## src/rtl/bus_arbiter_pkg.sv

```systemverilog
// Shared types and constants for the system bus arbiter.
// Holds the owner index type, the master index constants, the arbiter
// state encoding and the active-low enable levels used on bus strobes.
package bus_arbiter_pkg;

    localparam int unsigned NUM_MASTERS = 4;
    localparam int unsigned OWNER_W     = 2;

    // Index of a bus master; also the width of the owner output.
    typedef logic [OWNER_W-1:0] BusOwnerBus;

    localparam BusOwnerBus BUS_OWNER_MASTER_0 = 2'd0;
    localparam BusOwnerBus BUS_OWNER_MASTER_1 = 2'd1;
    localparam BusOwnerBus BUS_OWNER_MASTER_2 = 2'd2;
    localparam BusOwnerBus BUS_OWNER_MASTER_3 = 2'd3;

    typedef enum logic {
        BUS_ARB_STATE_IDLE  = 1'b0,
        BUS_ARB_STATE_GRANT = 1'b1
    } BusArbStateBus;

    // Active-low strobe levels.
    localparam logic ENABLE_  = 1'b0;
    localparam logic DISABLE_ = 1'b1;

endpackage

```

## src/rtl/bus_arb_rr_pick.sv

```systemverilog
// Combinational round-robin picker.
// Ports:
//   req_i     active-high request vector, one bit per master
//   start_i   index searched first; the search wraps modulo NUM_MASTERS
//   winner_c  first requesting index at or after start_i
//   found_c   high when any request bit is set
module bus_arb_rr_pick
    import bus_arbiter_pkg::*;
(
    input  logic [NUM_MASTERS-1:0] req_i,
    input  BusOwnerBus             start_i,
    output BusOwnerBus             winner_c,
    output logic                   found_c
);

    BusOwnerBus idx;

    // Walk from the farthest offset down so the nearest requester is written last.
    always_comb begin
        winner_c = start_i;
        found_c  = 1'b0;
        idx      = start_i;
        for (int i = NUM_MASTERS - 1; i >= 0; i--) begin
            idx = start_i + OWNER_W'(i);
            if (req_i[idx]) begin
                winner_c = idx;
                found_c  = 1'b1;
            end
        end
    end

endmodule

```

## src/rtl/bus_arbiter.sv

```systemverilog
// Round-robin arbiter for the shared system bus with four masters.
// Grants change only at transaction boundaries seen on the muxed slave
// strobes; a tenure counter forces handover from a streaming owner.
// Ports:
//   clk, reset            clock, asynchronous active-low reset
//   m0_req_..m3_req_      active-low bus requests
//   s_as_, s_rdy_         muxed slave address strobe / ready (active-low)
//   m0_grnt_..m3_grnt_    active-low grants, one-hot-low or all-high
//   owner                 current or last granted master
//   busy                  high while any grant is asserted
module bus_arbiter
    import bus_arbiter_pkg::*;
#(
    parameter int unsigned TENURE_MAX = 16,
    parameter int unsigned TENURE_W   = 8
) (
    input  logic       clk,
    input  logic       reset,
    input  logic       m0_req_,
    input  logic       m1_req_,
    input  logic       m2_req_,
    input  logic       m3_req_,
    input  logic       s_as_,
    input  logic       s_rdy_,
    output logic       m0_grnt_,
    output logic       m1_grnt_,
    output logic       m2_grnt_,
    output logic       m3_grnt_,
    output logic [1:0] owner,
    output logic       busy
);

    localparam logic [TENURE_W-1:0] TENURE_LAST = TENURE_W'(TENURE_MAX - 1);
    localparam logic [TENURE_W-1:0] TENURE_SAT  = {TENURE_W{1'b1}};

    BusArbStateBus          state_q, state_d;
    BusOwnerBus             owner_q, owner_d;
    logic [TENURE_W-1:0]    tenure_q, tenure_d;
    logic [NUM_MASTERS-1:0] grnt_q, grnt_d;
    logic                   busy_q, busy_d;

    logic [NUM_MASTERS-1:0] req;
    logic [NUM_MASTERS-1:0] req_pick;
    BusOwnerBus             pick_owner;
    logic                   pick_found;
    logic                   owner_req;
    logic                   bnd;
    logic                   expired;

    assign req = {m3_req_ == ENABLE_, m2_req_ == ENABLE_,
                  m1_req_ == ENABLE_, m0_req_ == ENABLE_};

    assign owner_req = req[owner_q];

    // While granted, only other masters are candidates; found then means "someone else waits".
    assign req_pick = (state_q == BUS_ARB_STATE_GRANT)
                    ? (req & ~(NUM_MASTERS'(1) << owner_q))
                    : req;

    assign bnd     = (s_as_ == DISABLE_) || (s_rdy_ == ENABLE_);
    assign expired = (TENURE_MAX != 0) && (tenure_q >= TENURE_LAST);

    bus_arb_rr_pick u_pick (
        .req_i    (req_pick),
        .start_i  (owner_q + OWNER_W'(1)),
        .winner_c (pick_owner),
        .found_c  (pick_found)
    );

    // Next-state: release beats preemption, preemption waits for a boundary.
    always_comb begin
        state_d  = state_q;
        owner_d  = owner_q;
        tenure_d = tenure_q;
        if (state_q == BUS_ARB_STATE_IDLE) begin
            if (pick_found) begin
                state_d  = BUS_ARB_STATE_GRANT;
                owner_d  = pick_owner;
                tenure_d = '0;
            end
        end else begin
            if (!owner_req) begin
                if (pick_found) begin
                    owner_d  = pick_owner;
                    tenure_d = '0;
                end else begin
                    state_d = BUS_ARB_STATE_IDLE;
                end
            end else if (expired && pick_found && bnd) begin
                owner_d  = pick_owner;
                tenure_d = '0;
            end else if (tenure_q != TENURE_SAT) begin
                tenure_d = tenure_q + TENURE_W'(1);
            end
        end
    end

    // Outputs are registered copies of the next-state decode, so they stay glitch-free.
    always_comb begin
        grnt_d = '1;
        busy_d = (state_d == BUS_ARB_STATE_GRANT);
        if (busy_d) begin
            grnt_d = ~(NUM_MASTERS'(1) << owner_d);
        end
    end

    always_ff @(posedge clk or negedge reset) begin
        if (!reset) begin
            state_q  <= BUS_ARB_STATE_IDLE;
            owner_q  <= BUS_OWNER_MASTER_3;
            tenure_q <= '0;
            grnt_q   <= '1;
            busy_q   <= 1'b0;
        end else begin
            state_q  <= state_d;
            owner_q  <= owner_d;
            tenure_q <= tenure_d;
            grnt_q   <= grnt_d;
            busy_q   <= busy_d;
        end
    end

    assign m0_grnt_ = grnt_q[0];
    assign m1_grnt_ = grnt_q[1];
    assign m2_grnt_ = grnt_q[2];
    assign m3_grnt_ = grnt_q[3];
    assign owner    = owner_q;
    assign busy     = busy_q;

endmodule

```

## config.mk

```make
export PLATFORM = sky130hd
export DESIGN_NAME = bus_arbiter
export DESIGN_NICKNAME = d
export VERILOG_FILES = /design/src/rtl/bus_arbiter_pkg.sv /design/src/rtl/bus_arb_rr_pick.sv /design/src/rtl/bus_arbiter.sv
export SDC_FILE = /design/constraint.sdc
export NUM_CORES = 1
export LEC_CHECK = 0
export CORE_MARGIN = 3
export CORE_UTILIZATION = 45
export CTS_CLUSTER_DIAMETER = 30
export DETAILED_ROUTE_END_ITERATION = 10
export PLACE_DENSITY_LB_ADDON = 0.15
export SYNTH_ARGS = -nofsm -noshare
export SYNTH_HDL_FRONTEND = slang
export SYNTH_SLANG_ARGS = --single-unit
```

## constraint.sdc

```tcl
create_clock -name clk -period 4.05 [get_ports clk]
set_input_delay 1.215 -clock clk [delete_from_list [all_inputs] [get_ports clk]]
set_output_delay 1.215 -clock clk [all_outputs]
set_load 0.1 [all_outputs]
```

==> summary.txt, run 1 <==
TIMING
------------------------------------------------------------------------------------------
Slew at the pin closest to its max-slew limit                                     0.638 ns
Final Setup Violations                                                                   0
Post-layout minimum cycle time                                                     2.88 ns
Fmax                                                                             0.347 GHz
Number of hold-slack violations in the final timing report                               0
Setup TNS after final layout                                                          0 ns
RSZ-0062 raised after global routing                                                 false
Fin Clk Skew                                                                    0.00420 ns
Final worst hold slack                                                            0.538 ns
Number of pins with negative max-slew slack in the final report                          0
Fin crit share                                                                       71.1%
Slew margin rel.                                                                     57.4%

SETUP PATH
------------------------------------------------------------------------------------------
Worst-case register-to-register setup slack                                        1.59 ns
Worst Path Required                                                                4.23 ns
Largest fanout on the critical path                                                      6
Crit path DAT                                                                      3.05 ns
Element type at the critical path start                                       primary input
Classification of the worst setup path                                              in2reg
Capturing element type of the critical path                                       register

YOSYS
------------------------------------------------------------------------------------------
Average size of a mapped cell                                                     10.4 µm²
Sequential element share of the synthesized area                                     34.2%
Xor/xnor share of the synthesized area                                                  0%
Proportion of synthesized area in mux cells                                          6.94%
Synthesized netlist cell count                                                         108
Fraction of the mapped netlist area in compound gates                                31.8%
EDFF count, synth                                                                        0
Largest family of logic cells by synthesized area                             compound AO/OA/AOI/OAI gates
YS warnings                                                                              0
Share of synthesized cell area in full adder, half adder and majority cells          5.59%
Dominant synthesized flop cell                                                sky130_fd_sc_hd__dfrtp_1
Post-synth top area cell                                                      sky130_fd_sc_hd__dfrtp_1
Nets in the synthesized netlist                                                        121
Cell types with the largest area share after synthesis                        sky130_fd_sc_hd__dfrtp_1 (20%), sky130_fd_sc_hd__dfstp_2 (14%), sky130_fd_sc_hd__ha_1 (5.6%), sky130_fd_sc_hd__a211o_1 (3.1%), sky130_fd_sc_hd__a21oi_1 (3.1%)
Number of library cell types mapped by synthesis                                        45
Synthesized cell area                                                             1120 µm²
Synth async-reset ratio                                                               100%
Fraction of the mapped netlist area in simple logic gates                            18.5%
Number of register bits inferred by synthesis                                           15
Area share of the largest cell type after synthesis                                  20.1%

POWER
------------------------------------------------------------------------------------------
Leakage power                                                                     0.526 nW
Worst ir drop on vdd                                                            0.000488 V
Power per cell area                                                             898 nW/µm²

DETAILED ROUTING
------------------------------------------------------------------------------------------
Number of vias per cell                                                               6.07
First-pass iteration count of the detailed router                                        4
Antenna Nets Post-Route                                                                  0
Wire length reported by the detailed router                                        2.27 mm
Routed via count                                                                       923
Initial DRC Count                                                                       11
Post-route DRC violation count                                                           0
Final routed wire length divided by cell count                                     14.9 µm

FLOORPLANNING
------------------------------------------------------------------------------------------
Die area                                                                          3120 µm²
Chip height                                                                        55.9 µm
Initial standard-cell utilization of the core                                        49.1%
Number of placement rows                                                                17
Total I/O pin count                                                                     15
Overall die width                                                                  55.9 µm
Core region area                                                                  2280 µm²

CLOCK NETWORK
------------------------------------------------------------------------------------------
Setup Fix Bufs, Post-CTS                                                                 0
TritonCTS buffer count                                                                   3
Latest clock arrival within the worst-skew pair                                    0.28 ns
TritonCTS Sinks                                                                         15
Clock tree from TritonCTS                                                             done
Clock-pin transition on the worst setup and hold timing paths                      0.09 ns
CTS max path bufs                                                                        2
H-tree Lvls                                                                              1
# hold bufs at CTS                                                                       0
Root Driver                                                                   sky130_fd_sc_hd__clkbuf_4
Number of gates resized after cts                                                        0

GRT
------------------------------------------------------------------------------------------
Vias in the first global route                                                         937
Tot GR Track Use                                                                     16.1%
First-pass GRT wire length                                                         4.12 mm
Antenna violations before repair                                                         0
GRT overflow                                                                             0
Largest net degree at the start of global routing                                       18

OUTCOME
------------------------------------------------------------------------------------------
Result of the run                                                             finished clean

PLACEMENT
------------------------------------------------------------------------------------------
Routability congestion estimate from global placement                                0.792
Dpl hpwl                                                                           1.78 mm
Number of I/O port buffers                                                              14
# placed instances                                                                     148

LAYOUT
------------------------------------------------------------------------------------------
Layout Utilization                                                                   56.5%
Number of diodes added for antenna fixing                                                0
Non-filler instance count after layout                                                 152
Layout-stage area growth over the synthesis result                                   14.9%
Proportion of layout cells with a drive suffix above 1                               27.4%
Net count reported at finish                                                           138

HOLD PATH
------------------------------------------------------------------------------------------
Hold/Removal Path Class                                                            reg2reg

RUN
------------------------------------------------------------------------------------------
Max Cap Viol                                                                             0

==> logic make-up (layout without fill, tap and decap cells) <==
group                      Yosys count  in the layout
AOI/OAI and AO/OA                   41             41
adders and majority gates            5              5
buffers and inverters                6             22
DFF                                 15             15
muxes                                6              6
and+or+nand+nor                     35             35
==> cell usage after synthesis, types with 2 or more instances <==
library cell / n
sky130_fd_sc_hd__dfstp_2: 6
sky130_fd_sc_hd__o21a_1: 2
sky130_fd_sc_hd__a22o_1: 2
sky130_fd_sc_hd__a2bb2oi_2: 2
sky130_fd_sc_hd__a22oi_1: 2
sky130_fd_sc_hd__a21o_1: 3
sky130_fd_sc_hd__o22ai_1: 4
sky130_fd_sc_hd__nor2_1: 5
sky130_fd_sc_hd__mux2_2: 2
sky130_fd_sc_hd__a21oi_1: 7
sky130_fd_sc_hd__o2bb2ai_1: 3
sky130_fd_sc_hd__a211o_1: 4
sky130_fd_sc_hd__mux2_1: 2
sky130_fd_sc_hd__nor3_1: 6
sky130_fd_sc_hd__o21ai_1: 2
sky130_fd_sc_hd__dfrtp_1: 9
sky130_fd_sc_hd__and3_1: 3
sky130_fd_sc_hd__nand2_1: 8
sky130_fd_sc_hd__ha_1: 5
sky130_fd_sc_hd__inv_1: 3
sky130_fd_sc_hd__nand2b_1: 3
sky130_fd_sc_hd__nand3_1: 2
==> final timing paths <==
check / end / cells after the start / from
setup / recovery: tenure_q[5] / 6 / m3_req_
hold / removal: tenure_q[1] / 1 / tenure_q[1]
setup reg to reg: grnt_q[1] / 7 / owner[0]
hold reg to reg: tenure_q[1] / 1 / tenure_q[1]
max in group asynchronous: tenure_q[5] / 1 / reset
min in group asynchronous: tenure_q[3] / 1 / reset
==> cell usage in the layout (no fill, tap or decap), types with 2 or more instances in the layout <==
cell | Yosys | final
sky130_fd_sc_hd__a211o_1 | 4 | 4
sky130_fd_sc_hd__a21o_1 | 3 | 3
sky130_fd_sc_hd__a21oi_1 | 7 | 7
sky130_fd_sc_hd__a22o_1 | 2 | 2
sky130_fd_sc_hd__a22oi_1 | 2 | 2
sky130_fd_sc_hd__a2bb2oi_2 | 2 | 2
sky130_fd_sc_hd__and3_1 | 3 | 3
sky130_fd_sc_hd__buf_4 | 1 | 7
sky130_fd_sc_hd__clkbuf_4 | 0 | 3
sky130_fd_sc_hd__clkdlybuf4s50_1 | 0 | 7
sky130_fd_sc_hd__dfrtp_1 | 9 | 9
sky130_fd_sc_hd__dfstp_2 | 6 | 6
sky130_fd_sc_hd__ha_1 | 5 | 5
sky130_fd_sc_hd__inv_1 | 3 | 3
sky130_fd_sc_hd__mux2_1 | 2 | 2
sky130_fd_sc_hd__mux2_2 | 2 | 2
sky130_fd_sc_hd__nand2_1 | 8 | 8
sky130_fd_sc_hd__nand2b_1 | 3 | 3
sky130_fd_sc_hd__nand3_1 | 2 | 2
sky130_fd_sc_hd__nor2_1 | 5 | 5
sky130_fd_sc_hd__nor3_1 | 6 | 6
sky130_fd_sc_hd__o21a_1 | 2 | 2
sky130_fd_sc_hd__o21ai_1 | 2 | 2
sky130_fd_sc_hd__o22ai_1 | 4 | 4
sky130_fd_sc_hd__o2bb2ai_1 | 3 | 3
==> state kept, by name, summed over array words and instances, names as in the netlist <==
signal / cells
busy: 1
tenure_q: 8
owner: 2
grnt_q: 4
==> per-layer routing <==
metal	vias to the layer above	global-route usage (%)	wire length, µm
li1	457	-	-
met4	0	7.12	41
met3	5	2.09	66
met2	15	28.0	1160
met5	-	0	0
met1	446	19.8	999
==> stage by stage <==
| step | cell area, µm² | worst slack, ns | power, mW |
|---|---|---|---|
| floorplan | 1120 | 1.46 | 0.937 |
| global placement | 1260 | 0.931 | 1.07 |
| detailed placement | 1260 | 0.910 | 1.07 |
| CTS | 1280 | 1.20 | 1.16 |
| global route | 1280 | 1.10 | 1.25 |
| finish | 1280 | 1.17 | 1.15 |
==> where the power goes <==
group / leakage [nW] / internal, mW / switching (mW)
Combinational: 0.328 / 0.293 / 0.498
Sequential: 0.181 / 0.213 / 0.0647
Clock: 0.0177 / 0.0367 / 0.0486
Total: 0.526 / 0.543 / 0.612
==> worst max-delay path, stage by stage <==
cell,delay (ns)
sky130_fd_sc_hd__clkdlybuf4s50_1,0.50
sky130_fd_sc_hd__mux4_2,0.55
sky130_fd_sc_hd__nand2b_4,0.19
sky130_fd_sc_hd__a31oi_4,0.24
sky130_fd_sc_hd__nor2_2,0.07
sky130_fd_sc_hd__a211o_1,0.29
==> area by class of cell <==
| class | instances | area [µm²] |
|---|---|---|
| tap | 28 | 35.0 |
| inverter | 4 | 15.0 |
| fill | 200 | 991 |
| timing repair buffer | 14 | 123 |
| clock buffer | 3 | 22.5 |
| clock inverter | 1 | 5.00 |
| multi-input combinational | 87 | 702 |
| sequential | 15 | 383 |
(Power assumes the default switching activity.)
==> inputs of run 2 (changes only) <==
clock period = 2.3 ns   (was 4.05 ns; I/O delays follow)
==> run 2 against run 1 <==
Flip-flop and latch count is the same. Final area grew 24%. Non-clock buffer count grew 17. Register-to-register slack lost 1.5 ns. Critical path type unchanged. Largest power group unchanged. Highest routed layer is now met3.
==> summary.txt, run 2 (same netlist as run 1, synthesis figures left out) <==
OUTCOME
----------------------------------------------------------------------------------
Result of the run                                                     finished clean   unchanged

LAYOUT
----------------------------------------------------------------------------------
Finished layout cell area                                                 1590 µm²   was 1280 µm²
Proportion of layout cells with a drive suffix above 1                       40.4%   was 27.4%
Leading cell type in the layout, fill and taps excluded               sky130_fd_sc_hd__buf_4   was sky130_fd_sc_hd__dfrtp_1
Number of diodes added for antenna fixing                                        0   unchanged
Net count reported at finish                                                   155   was 138
Flip-flop count of the largest register, all copies and words added              8   unchanged
Register containing the most flip-flops in the final layout               tenure_q   unchanged
Layout-stage area growth over the synthesis result                           42.4%   was 14.9%
Most frequent cells in the layout                                     sky130_fd_sc_hd__buf_4 (16), sky130_fd_sc_hd__dfrtp_1 (9), sky130_fd_sc_hd__nand2_1 (8), sky130_fd_sc_hd__buf_12 (8), sky130_fd_sc_hd__clkdlybuf4s50_1 (7)   was sky130_fd_sc_hd__dfrtp_1 (9), sky130_fd_sc_hd__nand2_1 (8), sky130_fd_sc_hd__a21oi_1 (7), sky130_fd_sc_hd__clkdlybuf4s50_1 (7), sky130_fd_sc_hd__buf_4 (7)

DETAILED ROUTING
----------------------------------------------------------------------------------
Post-route DRC violation count                                                   0   unchanged
Metal3 WL                                                                   115 µm   was 66 µm
Initial DRC Count                                                               24   was 11
Final routed wire length divided by cell count                             15.1 µm   was 14.9 µm
Routed via count                                                               969   was 923
Number of vias per cell                                                       5.73   was 6.07
Wire length reported by the detailed router                                2.56 mm   was 2.27 mm
Length of routed wiring on met1                                            1.24 mm   was 999 µm
Uppermost signal routing layer after detailed routing                         met3   was met4
Antenna Nets Post-Route                                                          0   unchanged
First-pass iteration count of the detailed router                                5   was 4
Length of routed met2 wiring                                               1.20 mm   was 1.16 mm

FLOORPLANNING
----------------------------------------------------------------------------------
Overall die width                                                          55.9 µm   unchanged
Chip height                                                                55.9 µm   unchanged
Core region area                                                          2280 µm²   unchanged
Total I/O pin count                                                             15   unchanged
Die area                                                                  3120 µm²   unchanged
Initial standard-cell utilization of the core                                49.1%   unchanged
Number of placement rows                                                        17   unchanged

TIMING
----------------------------------------------------------------------------------
RSZ-0062 raised after global routing                                         false   unchanged
Fin Clk Skew                                                            0.00326 ns   was 0.00420 ns
Fin crit share                                                               97.4%
Final worst hold slack                                                    0.549 ns   was 0.538 ns
Number of pins with negative max-slew slack in the final report                  0   unchanged
Final Setup Violations                                                           0   unchanged
Post-layout minimum cycle time                                             2.24 ns
Crit path setup slack, layout                                            0.0604 ns   was 1.17 ns
Slew at the pin closest to its max-slew limit                             0.358 ns   was 0.638 ns
Slew margin rel.                                                             76.0%   was 57.4%
Number of hold-slack violations in the final timing report                       0   unchanged
Fmax                                                                     0.447 GHz

CLOCK NETWORK
----------------------------------------------------------------------------------
CTS max path bufs                                                                2   unchanged
Clock tree from TritonCTS                                                     done   unchanged
Root Driver                                                           sky130_fd_sc_hd__clkbuf_4   unchanged
H-tree Lvls                                                                      1   unchanged
Latest clock arrival within the worst-skew pair                            0.28 ns   about the same
Clock-pin transition on the worst setup and hold timing paths              0.09 ns   about the same
TritonCTS Sinks                                                                 15   unchanged
TritonCTS buffer count                                                           3   unchanged

HOLD PATH
----------------------------------------------------------------------------------
Worst min-delay path startpoint                                        tenure_q[1]   unchanged
Hold/Removal Path Class                                                    reg2reg   unchanged

PLACEMENT
----------------------------------------------------------------------------------
Dpl hpwl                                                                   2.04 mm   was 1.78 mm
Number of I/O port buffers                                                      14   unchanged
Post-place instance area                                                  1520 µm²   was 1260 µm²
Routability congestion estimate from global placement                        0.799   was 0.792
Setup slack after placement                                              -0.277 ns   was 0.910 ns

GRT
----------------------------------------------------------------------------------
First-pass GRT wire length                                                 4.50 mm   was 4.12 mm
GRT overflow                                                                     0   unchanged
Antenna violations before repair                                                 0   unchanged
Tot GR Track Use                                                             17.7%   was 16.1%
Largest net degree at the start of global routing                               16   was 18
Vias in the first global route                                                 970   was 937

RUN
----------------------------------------------------------------------------------
Max Cap Viol                                                                     0   unchanged

SETUP PATH
----------------------------------------------------------------------------------
Critical R2R Launch                                                       owner[0]   unchanged
Worst Path Required                                                        2.48 ns   was 4.23 ns
Critical path origin                                                       m2_req_   was m3_req_
Capture point of the worst path                                        tenure_q[5]   unchanged
Capturing element type of the critical path                               register   unchanged
Classification of the worst setup path                                      in2reg   unchanged
Worst-case register-to-register setup slack                                0.09 ns   was 1.59 ns
Crit path DAT                                                              2.42 ns   was 3.05 ns
Largest fanout on the critical path                                              5   was 6
Element type at the critical path start                               primary input   unchanged
Endpoint of the worst-slack reg-to-reg timing path                     tenure_q[5]   was grnt_q[1]
Worst R2R Path Depth                                                             6   was 7

POWER
----------------------------------------------------------------------------------
Worst ir drop on vdd                                                     0.00120 V   was 0.000488 V
Leakage power                                                             0.669 nW   was 0.526 nW
Power per cell area                                                    1590 nW/µm²   was 898 nW/µm²

## run 2: cell types whose count changed in the layout (fill, tap and decap cells not counted), moves of 2 or more
cell	delta
sky130_fd_sc_hd__buf_12	+8
sky130_fd_sc_hd__dfstp_4	+2
sky130_fd_sc_hd__buf_4	+9
sky130_fd_sc_hd__dfstp_2	-2
## run 2: metrics by stage
stage / instances / total power [mW] / util [%] / setup TNS [ns]
global placement: 164 / 2.26 / 66.6 / -2.25
global route: 169 / 2.68 / 70.0 / 0
CTS: 168 / 2.45 / 67.9 / 0
detailed placement: 164 / 2.28 / 66.6 / -2.61
floorplan: 108 / 1.75 / - / -0.103
finish: 169 / 2.53 / 70.0 / 0
## run 2: timing repair
item                                    4_1_cts  5_1_grt
setup buffers                                 0        1
hold buffers                                  0        0
endpoints found under the setup margin        0        7
gates resized for setup                       0        4
## run 2: per-layer routing
layer	vias up	global-route usage, %
met5	-	0
met4	0	2.71
met3	0	5.34
met2	21	28.0
met1	457	24.5
li1	491	-
## run 2: worst min-delay path by stage
stage,end,cells after the start
floorplan,busy,0
global placement,tenure_q[3],1
detailed placement,tenure_q[2],1
CTS,tenure_q[2],1
global route,tenure_q[2],1
finish,tenure_q[1],1
## run 2: critical path: stages
cell                              delay (ns)
sky130_fd_sc_hd__clkdlybuf4s50_1        0.45
sky130_fd_sc_hd__mux4_2                 0.52
sky130_fd_sc_hd__nand2b_4               0.18
sky130_fd_sc_hd__a31oi_4                0.21
sky130_fd_sc_hd__nor2_2                 0.07
sky130_fd_sc_hd__a211o_1                0.29
## run 2: layout make-up
class	instances	area, µm²
Timing Repair Buffer	31	350
Multi-Input combinational cell	87	767
Sequential cell	15	390
Inverter	4	20.0
Clock buffer	3	22.5
Fill cell	174	683
Clock inverter	1	7.51
Tap cell	28	35.0
## run 2: power breakdown
part | total [mW] | internal (mW) | leakage, nW | switching [mW]
clock | 0.154 | 0.0660 | 0.0139 | 0.0876
sequential | 0.469 | 0.388 | 0.182 | 0.0808
combinational | 1.90 | 0.858 | 0.474 | 1.04
total | 2.53 | 1.31 | 0.669 | 1.21
==> inputs of run 3 (changes only) <==
ABC_AREA = 1   (was unset)
CAP_MARGIN = 20   (was unset)
CTS_CLUSTER_SIZE = 30   (was unset)
==> run 3 against run 2 <==
Sequential share of layout area is 0.40 points lower. Flip-flop and latch count is the same. Clock skew rose by 0.0014 ns. Core utilization fell by 5.8 points. Register-to-register slack improved by 0.05 ns. First-iteration DRC count grew 120%. Routed wire length is 15% higher. Maximum frequency grew 3.8%.
==> summary.txt, run 3 <==
TIMING
------------------------------------------------------------------------------------------
Post-layout minimum cycle time                                                     2.16 ns   was 2.24 ns
Final worst hold slack                                                            0.533 ns   was 0.549 ns
Slew at the pin closest to its max-slew limit                                     0.356 ns   was 0.358 ns
Number of hold-slack violations in the final timing report                               0   unchanged
Fin Clk Skew                                                                    0.00469 ns   was 0.00326 ns
Fin crit share                                                                       93.8%   was 97.4%
Final Setup Violations                                                                   0   unchanged
Fmax                                                                             0.463 GHz   was 0.447 GHz
Number of pins with negative max-slew slack in the final report                          0   unchanged
Slew margin rel.                                                                     76.3%   was 76.0%

DETAILED ROUTING
------------------------------------------------------------------------------------------
Post-route DRC violation count                                                           0   unchanged
Routed via count                                                                      1193   was 969
Number of vias per cell                                                               5.28   was 5.73
Antenna Nets Post-Route                                                                  0   unchanged
Wire length reported by the detailed router                                        2.94 mm   was 2.56 mm
Final routed wire length divided by cell count                                     13.0 µm   was 15.1 µm
First-pass iteration count of the detailed router                                        4   was 5
Initial DRC Count                                                                       53   was 24

YOSYS
------------------------------------------------------------------------------------------
Proportion of synthesized area in mux cells                                             0%   was 6.94%
Area share of the largest cell type after synthesis                                  18.5%   was 20.1%
Cell types with the largest area share after synthesis                        sky130_fd_sc_hd__dfrtp_1 (19%), sky130_fd_sc_hd__nand2_1 (15%), sky130_fd_sc_hd__dfstp_2 (13%), sky130_fd_sc_hd__nand3_1 (9.9%), sky130_fd_sc_hd__ha_1 (5.1%)   was sky130_fd_sc_hd__dfrtp_1 (20%), sky130_fd_sc_hd__dfstp_2 (14%), sky130_fd_sc_hd__ha_1 (5.6%), sky130_fd_sc_hd__a211o_1 (3.1%), sky130_fd_sc_hd__a21oi_1 (3.1%)
EDFF count, synth                                                                        0   unchanged
Dominant synthesized flop cell                                                sky130_fd_sc_hd__dfrtp_1   unchanged
YS warnings                                                                              0   unchanged
Xor/xnor share of the synthesized area                                               2.16%   was 0%
Cell with the most instances after synthesis                                  sky130_fd_sc_hd__nand2_1   was sky130_fd_sc_hd__dfrtp_1
Sequential element share of the synthesized area                                     31.5%   was 34.2%
Share of synthesized cell area in full adder, half adder and majority cells          5.15%   was 5.59%
Number of library cell types mapped by synthesis                                        30   was 45
Fraction of the mapped netlist area in simple logic gates                            42.0%   was 18.5%
Synthesized netlist cell count                                                         168   was 108
Synth top cells by count                                                      sky130_fd_sc_hd__nand2_1 (48), sky130_fd_sc_hd__nand3_1 (24), sky130_fd_sc_hd__inv_1 (16)   was sky130_fd_sc_hd__dfrtp_1 (9), sky130_fd_sc_hd__nand2_1 (8), sky130_fd_sc_hd__a21oi_1 (7)
Nets in the synthesized netlist                                                        181   was 121
Synthesized cell area                                                             1210 µm²   was 1120 µm²
Fraction of the mapped netlist area in compound gates                                9.68%   was 31.8%
Average size of a mapped cell                                                     7.23 µm²   was 10.4 µm²
Synth async-reset ratio                                                               100%   unchanged
Number of register bits inferred by synthesis                                           15   unchanged
Largest family of logic cells by synthesized area                             simple AND/OR/NAND/NOR gates   was compound AO/OA/AOI/OAI gates
Post-synth top area cell                                                      sky130_fd_sc_hd__dfrtp_1   unchanged

LAYOUT
------------------------------------------------------------------------------------------
Flip-flop count of the largest register, all copies and words added                      8   unchanged
Leading cell type in the layout, fill and taps excluded                       sky130_fd_sc_hd__nand2_1   was sky130_fd_sc_hd__buf_4
Layout-stage area growth over the synthesis result                                   33.3%   was 42.4%
Net count reported at finish                                                           210   was 155
Most frequent cells in the layout                                             sky130_fd_sc_hd__nand2_1 (47), sky130_fd_sc_hd__nand3_1 (18), sky130_fd_sc_hd__inv_1 (14)   was sky130_fd_sc_hd__buf_4 (16), sky130_fd_sc_hd__dfrtp_1 (9), sky130_fd_sc_hd__nand2_1 (8), sky130_fd_sc_hd__buf_12 (8), sky130_fd_sc_hd__clkdlybuf4s50_1 (7)
Layout Utilization                                                                   64.2%   was 70.0%
Number of diodes added for antenna fixing                                                0   unchanged
Register containing the most flip-flops in the final layout                       tenure_q   unchanged
Proportion of layout cells with a drive suffix above 1                               35.2%   was 40.4%
Finished layout cell area                                                         1620 µm²   was 1590 µm²
Non-filler instance count after layout                                                 226   was 169

FLOORPLANNING
------------------------------------------------------------------------------------------
Core region area                                                                  2520 µm²   was 2280 µm²
Die area                                                                          3360 µm²   was 3120 µm²
Total I/O pin count                                                                     15   unchanged
Overall die width                                                                  58.0 µm   was 55.9 µm
Initial standard-cell utilization of the core                                        48.2%   was 49.1%
Chip height                                                                        58.0 µm   was 55.9 µm
Number of placement rows                                                                18   was 17

GRT
------------------------------------------------------------------------------------------
First-pass GRT wire length                                                         4.77 mm   was 4.50 mm
Vias in the first global route                                                        1180   was 970
Largest net degree at the start of global routing                                       16   unchanged
Antenna violations before repair                                                         0   unchanged
Tot GR Track Use                                                                     18.5%   was 17.7%
GRT overflow                                                                             0   unchanged

SETUP PATH
------------------------------------------------------------------------------------------
Capturing element type of the critical path                                       register   unchanged
Element type at the critical path start                                           register   was primary input
Classification of the worst setup path                                             reg2reg   was in2reg
Critical R2R Launch                                                               owner[1]   was owner[0]
Largest fanout on the critical path                                                      4   was 5
Endpoint of the worst-slack reg-to-reg timing path                               grnt_q[0]   was tenure_q[5]
Worst-case register-to-register setup slack                                        0.14 ns   was 0.09 ns
Worst Path Required                                                                2.52 ns   was 2.48 ns
Crit path DAT                                                                      2.38 ns   was 2.42 ns
Worst R2R Path Depth                                                                    14   was 6

CLOCK NETWORK
------------------------------------------------------------------------------------------
Root Driver                                                                   sky130_fd_sc_hd__clkbuf_4   unchanged
H-tree Lvls                                                                              1   unchanged
TritonCTS buffer count                                                                   3   unchanged
Clock tree from TritonCTS                                                             done   unchanged
Latest clock arrival within the worst-skew pair                                    0.29 ns   was 0.28 ns
CTS max path bufs                                                                        2   unchanged
TritonCTS Sinks                                                                         15   unchanged
Clock-pin transition on the worst setup and hold timing paths                      0.09 ns   about the same

PLACEMENT
------------------------------------------------------------------------------------------
Post-place instance area                                                          1500 µm²   was 1520 µm²
Dpl hpwl                                                                           2.24 mm   was 2.04 mm
Number of I/O port buffers                                                              14   unchanged
Routability congestion estimate from global placement                                0.860   was 0.799
# placed instances                                                                     215   was 164

HOLD PATH
------------------------------------------------------------------------------------------
Hold/Removal Path Class                                                            reg2reg   unchanged
Worst min-delay path startpoint                                                tenure_q[1]   unchanged
Hold path endpoint                                                             tenure_q[1]   unchanged
Hold path depth                                                                          2   was 1

OUTCOME
------------------------------------------------------------------------------------------
Result of the run                                                             finished clean   unchanged

RUN
------------------------------------------------------------------------------------------
Max Cap Viol                                                                             0   unchanged

-- run 3: timing repair --
| action | CTS | global route |
|---|---|---|
| endpoints found under the hold margin | 0 | 0 |
| endpoints found under the setup margin | 0 | 4 |
| hold buffers | 0 | 0 |
| buffers inserted | 0 | 7 |
| gates resized for setup | 0 | 9 |
-- run 3: kinds of logic (layout without fill, tap and decap cells) --
logic type      count (synthesis)  count (layout)
buf+inv                        25              53
xor+xnor                        3               3
fa+ha+maj                       5               5
flops                          15              15
compound gates                 15              15
simple gates                  105             105
-- run 3: worst max path at each step --
stage | endpoint | slack [ns] | from | cells after the start
floorplan | grnt_q[0] | 0.07 | owner[0] | 15
global placement | grnt_q[0] | 0.02 | m2_req_ | 12
detailed placement | grnt_q[0] | -0.04 | m2_req_ | 12
CTS | grnt_q[0] | 0.09 | owner[1] | 14
global route | grnt_q[0] | -0.006 | owner[1] | 13
finish | grnt_q[0] | 0.14 | owner[1] | 14
-- run 3: stage by stage --
step | TNS (ns) | setup WS (ns)
after CTS | 0 | 0.0943
final | 0 | 0.143
after floorplan | 0 | 0.0738
after detailed placement | -0.0636 | -0.0404
after global placement | 0 | 0.0196
after global routing | -0.00559 | -0.00559
-- run 3: cell type report --
| class | count | area (µm²) |
|---|---|---|
| sequential | 15 | 390 |
| timing repair buffer | 26 | 300 |
| clock buffer | 3 | 22.5 |
| clock inverter | 1 | 5.00 |
| multi-input combinational | 128 | 767 |
| tap | 30 | 37.5 |
| fill | 216 | 903 |
| inverter | 23 | 96.3 |
-- run 3: critical path: stages, from the launching register on --
cell                         delay (ns)
sky130_fd_sc_hd__dfstp_4           0.66
sky130_fd_sc_hd__clkinvlp_4        0.15
sky130_fd_sc_hd__ha_1              0.22
sky130_fd_sc_hd__nand2_2           0.08
sky130_fd_sc_hd__nand3_1           0.09
sky130_fd_sc_hd__nand2_2           0.11
sky130_fd_sc_hd__nand2_1           0.08
sky130_fd_sc_hd__nand2_1           0.08
sky130_fd_sc_hd__nand3_1           0.09
sky130_fd_sc_hd__nand2_1           0.08
sky130_fd_sc_hd__nand2_1           0.09
sky130_fd_sc_hd__nand3_2           0.10
sky130_fd_sc_hd__inv_2             0.05
sky130_fd_sc_hd__nor2_2            0.12
sky130_fd_sc_hd__nand3_1           0.09
-- run 3: metal layers --
metal	up-vias	wire length [µm]	GRT usage (%)
met2	21	1510	33.7
met1	563	1270	20.5
met5	-	0	0
met3	8	87	4.01
li1	601	-	-
met4	0	74	7.95
Power of run 3 is not shown: default switching activity piles up to over one toggle a cycle in this logic, so the estimate is an artifact.
